$ cat config.mk
export PLATFORM = sky130hd
export DESIGN_NAME = coin_acceptor_1557
export DESIGN_NICKNAME = d
export VERILOG_FILES = /design/src/rtl/coin_acceptor_1557.sv
export SDC_FILE = /design/constraint.sdc
export NUM_CORES = 1
export LEC_CHECK = 0
export CAP_MARGIN = 10
export CORE_MARGIN = 5
export CORE_UTILIZATION = 45
export DETAILED_ROUTE_END_ITERATION = 10
export PLACE_DENSITY = 0.74
export SLEW_MARGIN = 10
export SYNTH_ARGS = -nofsm -noshare
export SYNTH_HDL_FRONTEND = slang
export SYNTH_SLANG_ARGS = --single-unit
export TNS_END_PERCENT = 5
$ cat constraint.sdc
create_clock -name clk11m -period 2.7 [get_ports clk11m]
set_clock_uncertainty 0.15 [all_clocks]
set_input_delay 0.405 -clock clk11m [delete_from_list [all_inputs] [get_ports clk11m]]
set_output_delay 0.405 -clock clk11m [all_outputs]
set_load 0.01 [all_outputs]
$ cat src/rtl/coin_acceptor_1557.sv
// Coin sensor front end: synchronizes and debounces three coin sensors, emits one
// accept pulse per valid coin, and drives the reject flap with a saturating reject count.
module coin_acceptor_1557 #(
  parameter int unsigned SYNC_STAGES     = 2,
  parameter int unsigned DEBOUNCE_CYCLES = 11059,
  parameter int unsigned REJECT_CYCLES   = 110592
) (
  input  logic       clk11m,
  input  logic       rst,
  input  logic       coin_c50_raw,
  input  logic       coin_e01_raw,
  input  logic       coin_e02_raw,
  input  logic       lock_slit,
  output logic       c50,
  output logic       e01,
  output logic       e02,
  output logic       coin_reject,
  output logic       busy,
  output logic [7:0] reject_cnt
);

  localparam int unsigned MAX_CYC = (DEBOUNCE_CYCLES > REJECT_CYCLES) ? DEBOUNCE_CYCLES
                                                                      : REJECT_CYCLES;
  localparam int unsigned CW = $clog2(MAX_CYC + 1);
  localparam logic [CW-1:0] DEB_MAX = CW'(DEBOUNCE_CYCLES);
  localparam logic [CW-1:0] REJ_MAX = CW'(REJECT_CYCLES);
  localparam logic [CW-1:0] CNT_ONE = CW'(1);

  typedef enum logic [2:0] {
    IDLE,
    DEBOUNCE,
    EMIT,
    WAIT_RELEASE,
    REJECT
  } state_t;

  state_t                 state;
  logic [CW-1:0]          counter;
  logic [2:0]             coin_sel;
  logic [SYNC_STAGES-1:0] sync_c50;
  logic [SYNC_STAGES-1:0] sync_e01;
  logic [SYNC_STAGES-1:0] sync_e02;
  logic                   s50;
  logic                   s1;
  logic                   s2;
  logic [2:0]             sens;
  logic [1:0]             nsens;
  logic                   own_hi;
  logic                   other_hi;
  logic                   reject_now;

  always_ff @(posedge clk11m or posedge rst) begin
    if (rst) begin
      sync_c50 <= '0;
      sync_e01 <= '0;
      sync_e02 <= '0;
    end else begin
      sync_c50 <= {sync_c50[SYNC_STAGES-2:0], coin_c50_raw};
      sync_e01 <= {sync_e01[SYNC_STAGES-2:0], coin_e01_raw};
      sync_e02 <= {sync_e02[SYNC_STAGES-2:0], coin_e02_raw};
    end
  end

  assign s50  = sync_c50[SYNC_STAGES-1];
  assign s1   = sync_e01[SYNC_STAGES-1];
  assign s2   = sync_e02[SYNC_STAGES-1];
  assign sens = {s2, s1, s50};

  always_comb begin
    nsens    = 2'(s50) + 2'(s1) + 2'(s2);
    own_hi   = |(sens & coin_sel);
    other_hi = |(sens & ~coin_sel);
    // A dropped latched sensor wins over any reject cause: that is a glitch, not a bad coin.
    reject_now = 1'b0;
    if (state == IDLE)
      reject_now = (nsens != 2'd0) && !((nsens == 2'd1) && !lock_slit);
    else if (state == DEBOUNCE)
      reject_now = own_hi && (other_hi || lock_slit);
  end

  always_ff @(posedge clk11m or posedge rst) begin
    if (rst) begin
      state       <= IDLE;
      counter     <= '0;
      coin_sel    <= '0;
      c50         <= 1'b0;
      e01         <= 1'b0;
      e02         <= 1'b0;
      coin_reject <= 1'b0;
      busy        <= 1'b0;
      reject_cnt  <= '0;
    end else begin
      c50 <= 1'b0;
      e01 <= 1'b0;
      e02 <= 1'b0;
      if (reject_now) begin
        state       <= REJECT;
        counter     <= CNT_ONE;
        coin_reject <= 1'b1;
        busy        <= 1'b1;
        if (reject_cnt != '1)
          reject_cnt <= reject_cnt + 8'd1;
      end else begin
        unique case (state)
          IDLE: begin
            if (nsens == 2'd1) begin
              state    <= DEBOUNCE;
              coin_sel <= sens;
              counter  <= CNT_ONE;
              busy     <= 1'b1;
            end
          end
          DEBOUNCE: begin
            if (!own_hi) begin
              state   <= IDLE;
              counter <= '0;
              busy    <= 1'b0;
            end else if (counter == DEB_MAX) begin
              state           <= EMIT;
              {e02, e01, c50} <= coin_sel;
            end else begin
              counter <= counter + CNT_ONE;
            end
          end
          EMIT: begin
            state   <= WAIT_RELEASE;
            counter <= '0;
          end
          WAIT_RELEASE: begin
            if (nsens != 2'd0) begin
              counter <= '0;
            end else if (counter == DEB_MAX) begin
              state   <= IDLE;
              counter <= '0;
              busy    <= 1'b0;
            end else begin
              counter <= counter + CNT_ONE;
            end
          end
          REJECT: begin
            if (counter == REJ_MAX) begin
              state       <= WAIT_RELEASE;
              counter     <= '0;
              coin_reject <= 1'b0;
            end else begin
              counter <= counter + CNT_ONE;
            end
          end
          default: begin
            state   <= IDLE;
            counter <= '0;
            busy    <= 1'b0;
          end
        endcase
      end
    end
  end

endmodule

Word level (Yosys, flattened, before mapping):

Cells that the tools add are included.

* bits of input ports: 6
* output and inout bits: 13
* bits in registers: 42

* reduce and logical (&&, ||, !) cells: 19
* bitwise logic cells: 4
* eq/ne operators: 16
* mux-type cells: 39
* add/subtract/negate cells: 4

Operators with widths (count)
* $mux W17: 7
* $pmux W17 S4: 1
* $mux W1: 22
* $mux W3: 7
* $add A17 B1 Y17 const B: 1
* $eq A17 B14 Y1 const B: 1
* $eq A17 B17 Y1 const B: 1
* $pmux W3 S5: 1
* $ne A3 B3 Y1 const B: 4
* $reduce_and A5 Y1: 2
* $add A8 B1 Y8 const B: 1
* $ne A8 B8 Y1 const B: 1
* $and A3 B3 Y3: 2
* $eq A3 B2 Y1 const B: 2
* $reduce_and A2 Y1: 3
* $reduce_bool A2 Y1: 3
* $reduce_or A3 Y1: 2
* $ne A4 B3 Y1 const B: 1
* $ne A4 B4 Y1 const B: 1
* $pmux W1 S4: 1
* $eq A3 B1 Y1 const B: 1
* $eq A3 B3 Y1 const B: 1
* $logic_and A1 B1 Y1: 3
* $logic_not A3 Y1: 1
* 11 further kinds: 12

Logic depth before layout (Yosys ltp):

Gate-level depths: netlist of run 1.

* depth after elaboration: 9
* depth in mapped cells: 9
* gate-level depth less buffers: 8

Worst setup path before layout of run 1:

No wires, ideal clock.

* kind: reg2reg
* start point: register sync_c50[1]
* end point: register reject_cnt[1]
* data required time: 2.425 ns
* arrival: 2.162 ns
* period minus slack after synthesis: 2.437 ns
* path buffers: 0
* slack: 0.263 ns
* cell stages (with the launch flop): 7
* cells stage by stage: dfrtp_1 -> fa_1 -> a211oi_1 -> nand2_1 -> o211ai_2 -> a31oi_1 -> mux2_2

* cells in the longest elaborated chain, start to end: 8

RTL lines
* start: declaration: line 40 `logic [SYNC_STAGES-1:0] sync_c50;`
* start signal: assignment: line 58 `sync_c50 <= {sync_c50[SYNC_STAGES-2:0], coin_c50_raw};`
* $add A1 B1 Y2: line 70 `nsens = 2'(s50) + 2'(s1) + 2'(s2);`
* $add A2 B1 Y2: line 70
* $eq A2 B1 Y1: line 76 `reject_now = (nsens != 2'd0) && !((nsens == 2'd1) && !lock_slit);`
* $logic_and A1 B1 Y1: line 76
* $logic_not A1 Y1: line 76
* $logic_and A1 B1 Y1: line 76
* $mux W1 (*): line 75 `if (state == IDLE)`
* $reduce_and A2 Y1 (no line) (*)
* end signal: assignment: line 102 `reject_cnt <= reject_cnt + 8'd1;`
* end: declaration: line 19 `output logic [7:0] reject_cnt`

Every way passes the cells marked *; elsewhere a longest branch is shown, timed or not.
A chain may end at the register's enable or synchronous reset.

Worst setup path after layout of run 1:

* start point: register counter[14]
* end point: register busy

* cells in the longest elaborated chain, start to end: 3

RTL lines
* start: declaration: line 38 `logic [CW-1:0] counter;`
* start signal: assignment: line 122 `counter <= counter + CNT_ONE;`
* start signal: assignment: line 137 `counter <= counter + CNT_ONE;`
* start signal: assignment: line 146 `counter <= counter + CNT_ONE;`
* $eq A17 B14 Y1: line 132 `end else if (counter == DEB_MAX) begin`
* $ne A3 B3 Y1 (no line)
* $reduce_and A5 Y1 (no line)
* end signal: assignment: line 117 `busy <= 1'b0;`
* end signal: assignment: line 135 `busy <= 1'b0;`
* end signal: assignment: line 152 `busy <= 1'b0;`
* end: declaration: line 18 `output logic busy,`

Every way passes these cells.

==> results.py, run 1 <==
metrics = {
    "status": {
        "status": "finished clean",
    },
    "synthesis": {
        "synth_area_leaders": "dfrtp_1, nand2_1, mux2_2",
        "ys_warn_count": 0,
        "synth_top_area_share_pct": 45.1,
        "synthDistinctLibCells": 63,
        "synth-async-reset-ratio_pct": 100,
        "ys_ff_latch": 42,
        "syn_inst": 226,
        "synth_fp_nets": 236,
        "synth_edf_count": 0,
        "seq_area_frac_synth_pct": 45.1,
        "synth_ff_type": "dfrtp_1",
        "synth_top_area_cell": "dfrtp_1",
        "synth_area_sq_um": 2330,
        "syn_avg_cell_area_sq_um": 10.3,
    },
    "floorplan": {
        "floorplan.io_pins": 19,
        "die_w_um": 81.9,
        "dieArea_sq_um": 6710,
        "die_height_um": 81.9,
        "start_util_pct": 45.9,
        "core_sq_um": 5070,
        "rows": 26,
    },
    "worst_setup_path": {
        "worst_path_max_delay_cell": "or4b_4",
        "arrival_ns": 2.63,
        "cp-start-kind": "flop",
        "slowest_delay_ns": 0.55,
        "critPathKind": "reg -> reg",
        "worst-path-buf-inv": 0,
        "critPathRequiredTime_ns": 2.73,
        "crit_chain": "or4b_4 > nor4_4 > and2_2 > a21oi_1 > nor3_1 > mux2_2",
        "end_kind": "flop",
        "crit_path_max_fanout": 5,
        "cp_top_family": "simple AND/OR/NAND/NOR gates",
    },
    "cts": {
        "root_buffer": "clkbuf_8",
        "clk_transition_reported_paths_ns": 0.08,
        "htreeDepth": 2,
        "cts_setup_buffers": 0,
        "cts_buffers": 5,
        "numClockSinks": 42,
        "tritoncts": "built",
        "cts_hold_buf": 0,
        "insertion_delay_ns": 0.29,
        "cts_buffer_depth": 2,
    },
    "final_layout": {
        "layout-drive-gt1-share_pct": 18.4,
        "nets": 265,
        "num_antenna_cells": 0,
        "final_cells": 326,
        "final_cell_mix": "dfrtp_1, nand2_1, clkdlybuf4s50_1, nor2_1",
        "multi_input_area_sq_um": 1210,
        "seq_area_sq_um": 1050,
        "syn_to_final_growth_pct": 17.2,
        "fill_cells": 468,
        "final_common_cell": "dfrtp_1",
    },
    "grt": {
        "grt_overflow": 0,
        "use_met1_pct": 22.9,
        "grt_pass1_wl_um": 8540,
        "grt_pass1_vias": 1740,
        "grt_busiest_layer": "met2",
        "grtUsageMet3_pct": 4.39,
        "use_met2_pct": 25.0,
        "grt_use_total_pct": 16.5,
        "grt_max_degree": 43,
        "antenna_found_initial": 0,
    },
    "timing": {
        "setup_violations": 0,
        "maxSlewViolCount": 0,
        "finalSetupTns_ns": 0,
        "max_freq_mhz": 385,
        "tightestPinTransition_ns": 0.703,
        "hold_viol": 0,
        "setup_ws_ns": 0.101,
        "fin_crit_sh_pct": 96.3,
        "hold_ws_ns": 0.202,
        "layout_min_cycle_time_ns": 2.60,
        "relSlewSlack_pct": 52.7,
    },
    "placement": {
        "place.gp.congestion": 0.922,
        "pre_cts_ws_ns": 0.0263,
        "dp.cells": 318,
        "portBuffers": 18,
        "dpl.hpwl_um": 3580,
    },
    "routing": {
        "num_vias": 1824,
        "wl_um": 4860,
        "vias_per_cell": 5.60,
        "first_pass_iters": 4,
        "drtIter0Drc": 204,
        "drc_errors": 0,
        "final_antenna_net_count": 0,
        "wl_per_cell_um": 14.9,
    },
    "worst_hold_path": {
        "hp-class": "reg -> reg",
    },
    "power_and_ir_drop": {
        "peakVddDrop_mv": 0.528,
        "p_leak_nw": 1.11,
        "powerDensity_nw_per_um2": 846,
    },
    "run": {
        "cap_violations": 0,
    },
}
-- per-stage QoR --
step	util (%)	cell area (sq um)	power (mW)
4_1_cts	53.4	2710	2.33
3_5_place_dp	51.5	2610	1.90
2_1_floorplan	-	2330	1.59
5_1_grt	53.8	2730	2.49
6_report	53.8	2730	2.31
3_3_place_gp	51.5	2610	1.86
-- sequential cells by signal, summed over array words and instances (netlist names), 2 cells and up --
name / cells
coin_sel: 3
state: 3
sync_e01: 2
counter: 17
sync_c50: 2
sync_e02: 2
reject_cnt: 8
-- area by class of cell --
class	instances	area share [%]
Clock inverter	2	0.459
Timing Repair Buffer	28	9.35
Clock buffer	6	3.03
Tap cell	70	3.21
Inverter	8	1.10
Sequential cell	42	38.6
Multi-Input combinational cell	170	44.3
-- final timing paths --
check                            start     endpoint  slack, ns  cells after the start
max                        counter[14]         busy       0.10                      6
min                        sync_c50[0]  sync_c50[1]       0.20                      0
max reg2reg                counter[14]         busy       0.10                      6
min reg2reg                sync_c50[0]  sync_c50[1]       0.20                      0
max in group asynchronous          rst  sync_e01[1]       1.65                      3
min in group asynchronous          rst  counter[11]       0.37                      3
-- where the power goes --
group	internal [mW]	switching (mW)	total [mW]	leakage [nW]
Combinational	0.486	0.518	1.00	0.525
Clock	0.205	0.216	0.421	0.0472
Sequential	0.746	0.139	0.884	0.543
-- logic make-up after synthesis --
kind of cell,Yosys count,share of synthesized area (%)
buffers and inverters,14,3.81
muxes,6,2.90
and+or+nand+nor,101,26.0
AOI/OAI and AO/OA,53,17.5
adders and majority gates,4,2.47
DFF,42,45.1
xor gates and xnor gates,6,2.26
-- synthesized netlist by cell type, types with 2 or more instances --
master	number
and3_1	8
a21oi_1	11
or2b_2	3
buf_6	2
nand2b_1	2
o22ai_1	3
nand3_1	11
nor4b_1	4
nand2_1	20
o21ai_0	8
nand4_1	8
and2_1	4
o2bb2a_1	2
nor4_1	2
ha_1	3
mux2_2	6
o2bb2ai_1	3
dfrtp_1	42
nor3_1	7
o21ai_1	3
a2111oi_2	2
xnor2_1	5
a21o_1	4
o31ai_1	2
and4_1	3
nor2_1	12
clkbuf_8	2
nor2b_1	2
inv_1	7
or4_1	2
-- routing by layer --
metal | part of all wire, % | routed length [um]
met2 | 46 | 2250
met1 | 48 | 2320
met5 | 0 | 0
met3 | 4.9 | 240
met4 | 1.0 | 51
-- timing repair --
item	CTS	global route
endpoints found under the setup margin	1	5
gates resized for setup	0	4
gates cloned	0	0
pin swaps	1	1
Power figures use the tool's default switching activity.
==> inputs of run 2 (changes only) <==
--- a/config.mk
+++ b/config.mk
@@ -12,2 +12,3 @@
 export PLACE_DENSITY = 0.74
+export REMOVE_ABC_BUFFERS = 1
 export SLEW_MARGIN = 10
==> constraint.sdc (replaced) <==
create_clock -name clk11m -period 2.7 [get_ports clk11m]
set_clock_uncertainty 0.15 [all_clocks]
set_input_delay 0.54 -clock clk11m [delete_from_list [all_inputs] [get_ports clk11m]]
set_output_delay 0.54 -clock clk11m [all_outputs]
set_load 0.01 [all_outputs]
==> run 2 against run 1 <==
  * Critical path depth unchanged
  * Maximum frequency decreased by 1.4%
  * Final area rose by 1.5%
  * Combinational power up 7%
  * First-iteration DRC count down 34%
  * Critical endpoint is now counter[2]
  * Largest power group unchanged
==> results.py, run 2 (synthesis gave the netlist of run 1 again) <==
metrics = {
    "status": {
        "status": "finished clean",
    },
    "placement": {
        "placed_area_sq_um": 2610,
        "dpl.hpwl_um": 3280,
        "portBuffers": 18,
        "place.gp.congestion": 0.823,
    },
    "final_layout": {
        "fill_cells": 450,
        "final_cell_mix": "dfrtp_1, nand2_1, clkdlybuf4s50_1, buf_4, nor2_1",
        "reg.largest.list": "counter (17), reject_cnt (8)",
        "largest_register_ffs": 17,
        "num_antenna_cells": 0,
        "layout-drive-gt1-share_pct": 19.4,
        "syn_to_final_growth_pct": 18.9,
        "final_common_cell": "dfrtp_1",
        "fin_area_sq_um": 2770,
        "largest-register": "counter",
        "nets": 272,
        "final_core_util_pct": 54.6,
    },
    "routing": {
        "first_pass_iters": 4,
        "vias_per_cell": 5.63,
        "num_vias": 1874,
        "drtIter0Drc": 134,
        "wl_per_cell_um": 14.1,
        "final_antenna_net_count": 0,
        "drc_errors": 0,
        "wl_um": 4700,
    },
    "floorplan": {
        "start_util_pct": 45.9,
        "rows": 26,
        "floorplan.io_pins": 19,
        "die_height_um": 81.9,
        "die_w_um": 81.9,
        "dieArea_sq_um": 6710,
        "core_sq_um": 5070,
    },
    "cts": {
        "clk_transition_reported_paths_ns": 0.08,
        "cts_buffers": 5,
        "root_buffer": "clkbuf_8",
        "tritoncts": "built",
        "insertion_delay_ns": 0.29,
        "htreeDepth": 2,
        "numClockSinks": 42,
        "cts_buffer_depth": 2,
    },
    "worst_setup_path": {
        "crit_path_max_fanout": 14,
        "worst_path_max_delay_cell": "o31ai_4",
        "end_kind": "flop",
        "timing.rr.end": "counter[2]",
        "critPathKind": "reg -> reg",
        "reg2reg_slack_ns": 0.06,
        "reg2reg_depth": 6,
        "crit_chain": "or4b_4 > nor4_4 > a21oi_2 > o31ai_4 > o21ai_0 > o2bb2ai_1",
        "r2r-start": "counter[14]",
        "critPathRequiredTime_ns": 2.73,
        "cp-start-kind": "flop",
        "slowest_delay_ns": 0.59,
        "arrival_ns": 2.67,
    },
    "timing": {
        "rsz0062_at_grt": "yes",
        "setup_violations": 0,
        "hold_viol": 0,
        "tightestPinTransition_ns": 0.590,
        "fin_crit_sh_pct": 97.6,
        "layout_min_cycle_time_ns": 2.64,
        "relSlewSlack_pct": 60.7,
        "maxSlewViolCount": 0,
        "finalSetupTns_ns": 0,
        "max_freq_mhz": 379,
    },
    "power_and_ir_drop": {
        "peakVddDrop_mv": 0.587,
        "internal_power_mw": 1.49,
        "p_leak_nw": 1.15,
        "powerDensity_nw_per_um2": 854,
        "switching_share_pct": 37.2,
        "pwr-share-seq_pct": 37.4,
        "comb_power_share_pct": 45.1,
        "p_switching_mw": 0.878,
        "clock_power_share_pct": 17.6,
    },
    "grt": {
        "grt_overflow": 0,
        "grt_use_total_pct": 16.1,
        "grt_pass1_vias": 1832,
        "grt_pass1_wl_um": 8420,
        "antenna_found_initial": 0,
        "grt_max_degree": 43,
    },
    "worst_hold_path": {
        "hp-class": "reg -> reg",
        "hold_path_end": "sync_c50[1]",
        "whs_path_depth": 0,
        "min_from": "sync_c50[0]",
    },
    "run": {
        "cap_violations": 0,
    },
}
## run 2: cell types whose count changed in the layout (fill, tap and decap cells not counted), sizes merged
cell and delta:
buf +7, clkbuf +1, clkinv +1, clkinvlp -1, inv -1
## run 2: how the worst max path moves through the flow
stage,from,endpoint,slack (ns),cells after the start
floorplan,sync_c50[1],reject_cnt[1],0.26,6
global placement,lock_slit,busy,0.08,7
detailed placement,lock_slit,busy,0.06,7
CTS,sync_c50[1],counter[7],0.09,7
global route,counter[14],counter[2],-0.11,6
finish,counter[14],counter[2],0.06,6
## run 2: cell type report
class | count | area, sq um | share of cell area, %
inverter | 8 | 30.0 | 1.08
clock buffer | 7 | 86.3 | 3.12
sequential | 42 | 1050 | 38.0
clock inverter | 1 | 5.00 | 0.181
timing repair buffer | 35 | 308 | 11.1
multi-input combinational | 170 | 1200 | 43.4
tap | 70 | 87.6 | 3.16
## run 2: power by group through the flow
| stage | registers, mW | clock network [mW] | logic [mW] |
|---|---|---|---|
| after floorplan | 0.891 | 0 | 0.639 |
| after global placement | 0.892 | 0 | 0.980 |
| after detailed placement | 0.893 | 0 | 0.997 |
| after CTS | 0.881 | 0.428 | 1.01 |
| after global routing | 0.908 | 0.459 | 1.18 |
| final | 0.883 | 0.415 | 1.07 |
## run 2: stage by stage
stage	total power, mW	instances	hold slack [ns]	setup slack, ns
after floorplan	1.53	220	0.181	0.263
after global placement	1.87	318	0.182	0.0844
after detailed placement	1.89	318	0.192	0.0603
after CTS	2.31	326	0.209	0.0920
after global routing	2.55	333	0.223	-0.106
final	2.36	333	0.206	0.0638
## run 2: repair_timing
action,4_1_cts,5_1_grt
hold buffers,0,0
hold endpoints to repair,0,0
setup endpoints to repair,0,10
gates resized for setup,0,2
setup buffers,0,7
## run 2: metal layers
layer / share of wire (%) / routed length, um / vias to the layer above / GRT usage, %
met3: 3.7 / 175 / 7 / 3.84
met5: 0 / 0 / - / 0
met2: 49 / 2290 / 43 / 25.1
met1: 46 / 2170 / 907 / 21.5
met4: 1.3 / 61 / 0 / 5.98
li1: - / - / 917 / -
## run 2: critical path: cells and delay by family, from the launching register on
kind | cells | cell delay [ns]
compound gates | 4 | 1.08
flops | 1 | 0.43
simple gates | 2 | 0.85
